[src/rtl/l2_burst_pkg.sv]
// Shared types and constants for the L2 <-> memory burst adapter.
// Also used by the bench so both sides agree on line/beat geometry.
package l2_burst_pkg;

   localparam int unsigned ADDR_W       = 32;
   localparam int unsigned L2_CACHELINE = 256;
   localparam int unsigned BURST_WIDTH  = 64;
   localparam int unsigned BEATS        = L2_CACHELINE / BURST_WIDTH;
   localparam int unsigned OFFSET_BITS  = $clog2(L2_CACHELINE / 8);
   localparam int unsigned BEAT_CNT_W   = $clog2(BEATS);

   typedef enum logic [1:0] {
      IDLE  = 2'd0,
      READ  = 2'd1,
      WRITE = 2'd2,
      DONE  = 2'd3
   } state_e;

   typedef logic [L2_CACHELINE-1:0] line_t;
   typedef logic [BURST_WIDTH-1:0]  beat_t;
   typedef logic [BEAT_CNT_W-1:0]   cnt_t;
   typedef logic [ADDR_W-1:0]       addr_t;

   // Extract beat idx from a line; constant-index loop keeps slicing static.
   function automatic beat_t line_beat(input line_t line, input cnt_t idx);
      beat_t b;
      b = '0;
      for (int i = 0; i < int'(BEATS); i++) begin
         if (idx == cnt_t'(i)) begin
            b = line[i*BURST_WIDTH +: BURST_WIDTH];
         end
      end
      return b;
   endfunction

   // Return line with beat idx replaced by beat.
   function automatic line_t line_insert(input line_t line, input cnt_t idx, input beat_t beat);
      line_t l;
      l = line;
      for (int i = 0; i < int'(BEATS); i++) begin
         if (idx == cnt_t'(i)) begin
            l[i*BURST_WIDTH +: BURST_WIDTH] = beat;
         end
      end
      return l;
   endfunction

endpackage

[src/rtl/l2_burst_adapter.sv]
// Converts one 256-bit L2 line read/write into a 4-beat 64-bit memory burst,
// assembling fill beats into a line and serialising writeback lines.
module l2_burst_adapter
   import l2_burst_pkg::*;
(
   input  logic                    clk,
   input  logic                    rst_n,
   input  logic [ADDR_W-1:0]       l2_pmem_address,
   input  logic                    l2_pmem_read,
   input  logic                    l2_pmem_write,
   input  logic [L2_CACHELINE-1:0] l2_pmem_wdata,
   output logic [L2_CACHELINE-1:0] l2_pmem_rdata,
   output logic                    l2_pmem_resp,
   output logic [ADDR_W-1:0]       mem_address,
   output logic                    mem_read,
   output logic                    mem_write,
   output logic [BURST_WIDTH-1:0]  mem_wdata,
   input  logic [BURST_WIDTH-1:0]  mem_rdata,
   input  logic                    mem_resp
);

   localparam cnt_t LAST_BEAT = cnt_t'(BEATS - 1);

   state_e state_q, state_d;
   cnt_t   cnt_q, cnt_d;
   addr_t  addr_q, addr_d;
   line_t  wline_q, wline_d;
   line_t  rdata_q, rdata_d;
   logic   mem_read_q, mem_read_d;
   logic   mem_write_q, mem_write_d;
   logic   resp_q, resp_d;
   beat_t  mem_wdata_q, mem_wdata_d;

   addr_t  aligned_addr;
   logic   unused_addr_bits;

   assign aligned_addr     = {l2_pmem_address[ADDR_W-1:OFFSET_BITS], {OFFSET_BITS{1'b0}}};
   assign unused_addr_bits = ^l2_pmem_address[OFFSET_BITS-1:0];

   // State and output registers; reset aborts any burst in flight.
   always_ff @(posedge clk or negedge rst_n) begin
      if (!rst_n) begin
         state_q     <= IDLE;
         cnt_q       <= '0;
         addr_q      <= '0;
         wline_q     <= '0;
         rdata_q     <= '0;
         mem_read_q  <= 1'b0;
         mem_write_q <= 1'b0;
         resp_q      <= 1'b0;
         mem_wdata_q <= '0;
      end else begin
         state_q     <= state_d;
         cnt_q       <= cnt_d;
         addr_q      <= addr_d;
         wline_q     <= wline_d;
         rdata_q     <= rdata_d;
         mem_read_q  <= mem_read_d;
         mem_write_q <= mem_write_d;
         resp_q      <= resp_d;
         mem_wdata_q <= mem_wdata_d;
      end
   end

   // Next-state logic; outputs are decoded from the next state so the
   // registered outputs line up with the state they belong to.
   always_comb begin
      state_d     = state_q;
      cnt_d       = cnt_q;
      addr_d      = addr_q;
      wline_d     = wline_q;
      rdata_d     = rdata_q;
      mem_read_d  = 1'b0;
      mem_write_d = 1'b0;
      resp_d      = 1'b0;
      mem_wdata_d = '0;

      unique case (state_q)
         IDLE: begin
            // Writeback wins over fill: the eviction must reach memory first.
            if (l2_pmem_write) begin
               addr_d  = aligned_addr;
               wline_d = l2_pmem_wdata;
               cnt_d   = '0;
               state_d = WRITE;
            end else if (l2_pmem_read) begin
               addr_d  = aligned_addr;
               cnt_d   = '0;
               state_d = READ;
            end
         end
         READ: begin
            if (mem_resp) begin
               rdata_d = line_insert(rdata_q, cnt_q, mem_rdata);
               cnt_d   = cnt_q + cnt_t'(1);
               if (cnt_q == LAST_BEAT) begin
                  state_d = DONE;
               end
            end
         end
         WRITE: begin
            if (mem_resp) begin
               cnt_d = cnt_q + cnt_t'(1);
               if (cnt_q == LAST_BEAT) begin
                  state_d = DONE;
               end
            end
         end
         DONE: begin
            state_d = IDLE;
         end
         default: begin
            state_d = IDLE;
         end
      endcase

      mem_read_d  = (state_d == READ);
      mem_write_d = (state_d == WRITE);
      resp_d      = (state_d == DONE);
      if (state_d == WRITE) begin
         mem_wdata_d = line_beat(wline_d, cnt_d);
      end
   end

   assign l2_pmem_rdata = rdata_q;
   assign l2_pmem_resp  = resp_q;
   assign mem_address   = addr_q;
   assign mem_read      = mem_read_q;
   assign mem_write     = mem_write_q;
   assign mem_wdata     = mem_wdata_q;

endmodule
[config.mk]
export PLATFORM = sky130hd
export DESIGN_NAME = l2_burst_adapter
export DESIGN_NICKNAME = d
export VERILOG_FILES = /design/src/rtl/l2_burst_pkg.sv /design/src/rtl/l2_burst_adapter.sv
export SDC_FILE = /design/constraint.sdc
export NUM_CORES = 1
export LEC_CHECK = 0
export CAP_MARGIN = 0
export CORE_AREA = 2 2 280 282
export CTS_BUF_LIST = sky130_fd_sc_hd__clkbuf_2
export DETAILED_ROUTE_END_ITERATION = 16
export DIE_AREA = 0 0 282 284
export SYNTH_ARGS = -nofsm -noshare
export SYNTH_HDL_FRONTEND = slang
export SYNTH_SLANG_ARGS = --single-unit
[constraint.sdc]
create_clock -name clk -period 2.5 [get_ports clk]
set_clock_uncertainty 0.05 [all_clocks]
set_input_delay 0.5 -clock clk [delete_from_list [all_inputs] [get_ports clk]]
set_output_delay 0.5 -clock clk [all_outputs]
set_load 0.03 [all_outputs]
# Yosys cells after proc, flatten, opt, wreduce, memory -nomap -nowiden
# Cells that the tools add are included.
# op_classes
addsub,1
eq_ne,12
reduce_logical,10
mux,18
# ops
operator,n
256-bit 2-to-1 mux,2
64-bit 2-to-1 mux,5
32-bit 2-to-1 mux,2
2-bit equality test (second input constant),8
2-bit 2-to-1 mux,7
3-bit AND reduction,4
2-bit by 1-bit equality test with 1-bit output (second input constant),4
2-bit zero test,3
2-bit case mux with 3 select lines,1
2-bit case mux with 2 select lines,1
2-bit by 1-bit adder with 2-bit output (second input constant),1
2-bit AND reduction,1
2-bit nonzero test,1
2-bit OR reduction,1
# totals
register_bits,615
inputBits,357

# Depth between registers and ports, before layout
# depth
ltp_word,9
ltp_mapped,11
ltp_nobuf,8

# Worst setup path after synthesis
# No wires, ideal clock.
# synth_timing
path_type,reg2reg
from,reg cnt_q[1]
to,"reg mem_wdata_q[28], in the netlist mem_wdata[28]"
arrival_time_ps,2201
period_less_slack_ps,2382
stages_incl_launch_ff,11
path_buffers,2
required_time_ps,2319
setup_slack_ps,118
cell_sequence,dfrtp_1 > inv_1 > ha_1 > nand2b_1 > a211oi_1 > or2_1 > buf_2 > inv_2 > buf_2 > a221oi_1 > nor3_1
# synth_via
elab_chain_cells,9
# synth_lines
item,line_no,source
"start, declared",l2_burst_adapter.sv:25,"cnt_t cnt_q, cnt_d;"
"start signal, assigned",l2_burst_adapter.sv:54,cnt_q <= cnt_d;
2-bit by 1-bit adder with 2-bit output / 2-bit 2-to-1 mux (equally long branches),"l2_burst_adapter.sv:95, l2_burst_adapter.sv:103, l2_burst_adapter.sv:86",
2-bit 2-to-1 mux (on tied branches),"l2_burst_adapter.sv:93, l2_burst_adapter.sv:102, l2_burst_adapter.sv:81",
2-bit case mux with 2 select lines,l2_burst_adapter.sv:78,unique case (state_q)
2-bit zero test,l2_burst_pkg.sv:29,if (idx == cnt_t'(i)) begin
64-bit 2-to-1 mux (4 in series),l2_burst_pkg.sv:29,
64-bit 2-to-1 mux (*),l2_burst_adapter.sv:120,if (state_d == WRITE) begin
net mem_wdata_d[28],l2_burst_adapter.sv:32,"beat_t mem_wdata_q, mem_wdata_d;"
"end signal, assigned",l2_burst_adapter.sv:61,mem_wdata_q <= mem_wdata_d;
"end, declared",l2_burst_adapter.sv:32,
# Mark *: on every way through the listed nets, which the timed path passes. The rest lies on a longest branch.
# A chain may end at the register's enable or synchronous reset.

# Worst setup path after layout
# layout_timing
from,"reg mem_wdata_q[1], in the netlist mem_wdata[1]"
to,out mem_wdata[1]
# layout_lines
item,line_no,source
"end, declared",l2_burst_adapter.sv:17,"output logic [BURST_WIDTH-1:0] mem_wdata,"
# No word-level cell between the ends.

==> impl_metrics.toml <==
[outcome]
run_status = "finished clean"

[layout]
multi_input_area_mm2 = 0.008537
fillCellCount = 6504
layout-drive-gt1-share = 0.4553
nets = 3197
regArea_mm2 = 0.01527
final_util = 0.5115
syn_to_final_growth_pct = 63.50

[critical_path]
path_depth = 1
r2r.worst_path.cells = 8
cp-start-kind = "flop"
cpPeakStageDelay_ns = 0.45
rr_endpoint = "mem_wdata[25]$_DFF_PN0_"
cp.arrival_ns = 1.90
critPathCaptureType = "primary output"
r2r_setup_slack_ns = 0.10
r2r_start = "state_q[0]$_DFF_PN0_"
cp.buffers_inverters = 1
cp_slowest_cell = "dfrtp_1"
path_class = "flop to primary output"
cp_max_fo = 1
critical-path-top-delay-family = "flip-flops"
worstPathRequired_ns = 1.95
cp_cell_sequence = "buf_6"

[timing]
setup_viol_count_final = 0
hold_violations = 0
worst_slack_ns = 0.05460
drv_slew = 0
worstMarginPinSlew_ns = 0.7521
fmax_ghz = 0.4089
relSlewSlack = 0.4986
rsz0062_at_grt = "true"
post-route-period-util = 0.9782
finalCriticalPeriod_ns = 2.445

[logic_synthesis]
synth_top_flop_cell = "dfrtp_1"
synth_async_sr_flop_share = 1.000
syn_area_mm2 = 0.02407
yosysSeqAreaShare = 0.6341
netlist.area_leader.share = 0.6341
ys_ff_latch = 610
synth_edf_count = 0
yosysTopAreaCell = "dfrtp_1"
synth.most_common_cell = "dfrtp_1"
yosysWarnings = 0
synthTopCellsByCount = "dfrtp_1 (610), mux2_2 (539), nor2_1 (66)"
synth.distinct_cells = 45
avgSynthCellArea_um2 = 15.27
synthCells = 1577
synthTopCellsByArea = "dfrtp_1 (63%), mux2_2 (25%), o211ai_1 (2.0%), mux2i_1 (1.2%), nor2_1 (1.0%)"

[clock_tree]
cts_buffers = 167
h-tree-depth = 4
cts_root_buf = "clkbuf_2"
cts.sink_count = 610
clkLatencyLatePin_ns = 1.28
clockBufferDepth = 3
clk_pin_slew_ns = 0.09
cts_tree = "yes"

[route]
remaining_drc_errors = 0
routed_wl_um = 88420
detail_route.first_pass.iterations = 4
dr_total_vias = 18670
drtAntennaViolNets = 0
wl_per_cell_um = 22.15
viasPerCell = 4.677
drtIter0Drc = 834

[grt]
antenna_found_initial = 14
grt_pass1_wl_um = 131900
first_global_vias = 21190
grt_max_degree = 89
gr-usage-all-layers = 0.2189
grt_remaining_overflow = 0

[floorplan]
die_x_um = 282
start_util = 0.3128
rows = 102
core_area_mm2 = 0.07696
ios = 712
fp.dieArea_mm2 = 0.08009
die_y_um = 284

[worst_hold_path]
min_from = "l2_pmem_write"
worstHoldPathType = "input pin to flop"
hold_depth = 5
min_to = "wline_q[0]$_DFF_PN0_"

[power]
ir_drop_mv = 0.6317
power.density_mw_per_mm2 = 1135
p_leak_nw = 18.22

[place]
dp_hpwl_um = 61180
place_worst_setup_slack_ns = -0.2930
port_buffers = 701
gp_congestion = 0.8584

[run]
maxCapViolations = 0
tightest hold or removal path, stage by stage:
cell	delay (ns)
clkdlybuf4s50_1	0.43
buf_4	0.17
nand2_4	0.14
buf_12	0.17
mux2_2	0.18
power breakdown:
group          switching (mW)  internal [mW]
logic                    11.1           10.6
clock network            4.33           2.85
registers                1.94           13.9
total                    17.3           27.3
per-layer routing:
metal	track usage	wire, µm	vias up
li1	-	-	8326
met1	0.2562	34610	9521
met2	0.3756	45170	652
met3	0.06751	6005	167
met4	0.07939	2604	4
met5	0	27	-
layout make-up:
cell class,instances,area share
antenna,11,0.0006993
clock buffer,246,0.03128
clock inverter,31,0.006071
inverter,9,0.0008583
multi-input combinational,858,0.2169
sequential,610,0.3878
tap,1040,0.03306
timing repair buffer,1187,0.3233
cell usage in the layout (no fill, tap or decap), drive strengths merged, types with 7 or more instances in the layout:
cell type        n
dfrtp          610
nand2            7
clkbuf         248
a211oi          31
diode           11
clkinv          21
o211ai          63
a221oi          34
mux2           539
clkdlybuf4s50  350
buf            484
inv             13
ha               7
nor3            33
dlygate4sd3    350
mux2i           30
nor2            67
registers in the layout, indices dropped and copies added (netlist names):
name	flops
mem_write	1
l2_pmem_resp	1
cnt_q	2
wline_q	256
mem_address	27
state_q	2
mem_read	1
l2_pmem_rdata	256
mem_wdata	64
kinds of logic (layout without fill, tap and decap cells):
family | Yosys count | count (layout) | share of synthesized area
buffers and inverters | 113 | 1473 | 0.02172
AO/OA/AOI/OAI | 149 | 149 | 0.05150
AND/OR/NAND/NOR | 128 | 128 | 0.02432
other | 1 | 16 | 0.0001558
multiplexers | 569 | 569 | 0.2646
flip-flops | 610 | 610 | 0.6341
adder cells (fa/ha/maj) | 7 | 7 | 0.003638
worst max path at each step:
| stage | startpoint | to | slack, ns |
|---|---|---|---|
| 2_1_floorplan | cnt_q[1]$_DFF_PN0_ | mem_wdata[28]$_DFF_PN0_ | 0.12 |
| 3_3_place_gp | l2_pmem_write | mem_wdata[33]$_DFF_PN0_ | -0.21 |
| 3_5_place_dp | l2_pmem_write | mem_wdata[1]$_DFF_PN0_ | -0.29 |
| 4_1_cts | mem_wdata[1]$_DFF_PN0_ | mem_wdata[1] | -0.23 |
| 5_1_grt | mem_wdata[0]$_DFF_PN0_ | mem_wdata[0] | -0.17 |
| 6_report | mem_wdata[1]$_DFF_PN0_ | mem_wdata[1] | 0.05 |
repair_timing:
item	CTS	global route
gates resized for setup	2458	23
cloned	1	2
hold buffers	351	0
buffers inserted	20	12
setup endpoints to repair	376	378
pin swaps	1	7
hold endpoints to repair	1213	0
per-stage QoR:
step | cell area [µm²] | total power [mW] | hold slack [ns] | TNS (ns) | cells
floorplan | 24090 | 26.85 | 0.1544 | 0 | 1581
global placement | 33420 | 35.30 | 0.3812 | -7.471 | 3318
detailed placement | 33420 | 35.70 | 0.3832 | -9.170 | 3318
CTS | 39080 | 44.73 | 0.008293 | -34.00 | 3967
global route | 39360 | 47.12 | 0.1209 | -22.38 | 3990
finish | 39360 | 44.69 | 0.3000 | 0 | 3992
Power figures use the tool's default switching activity.
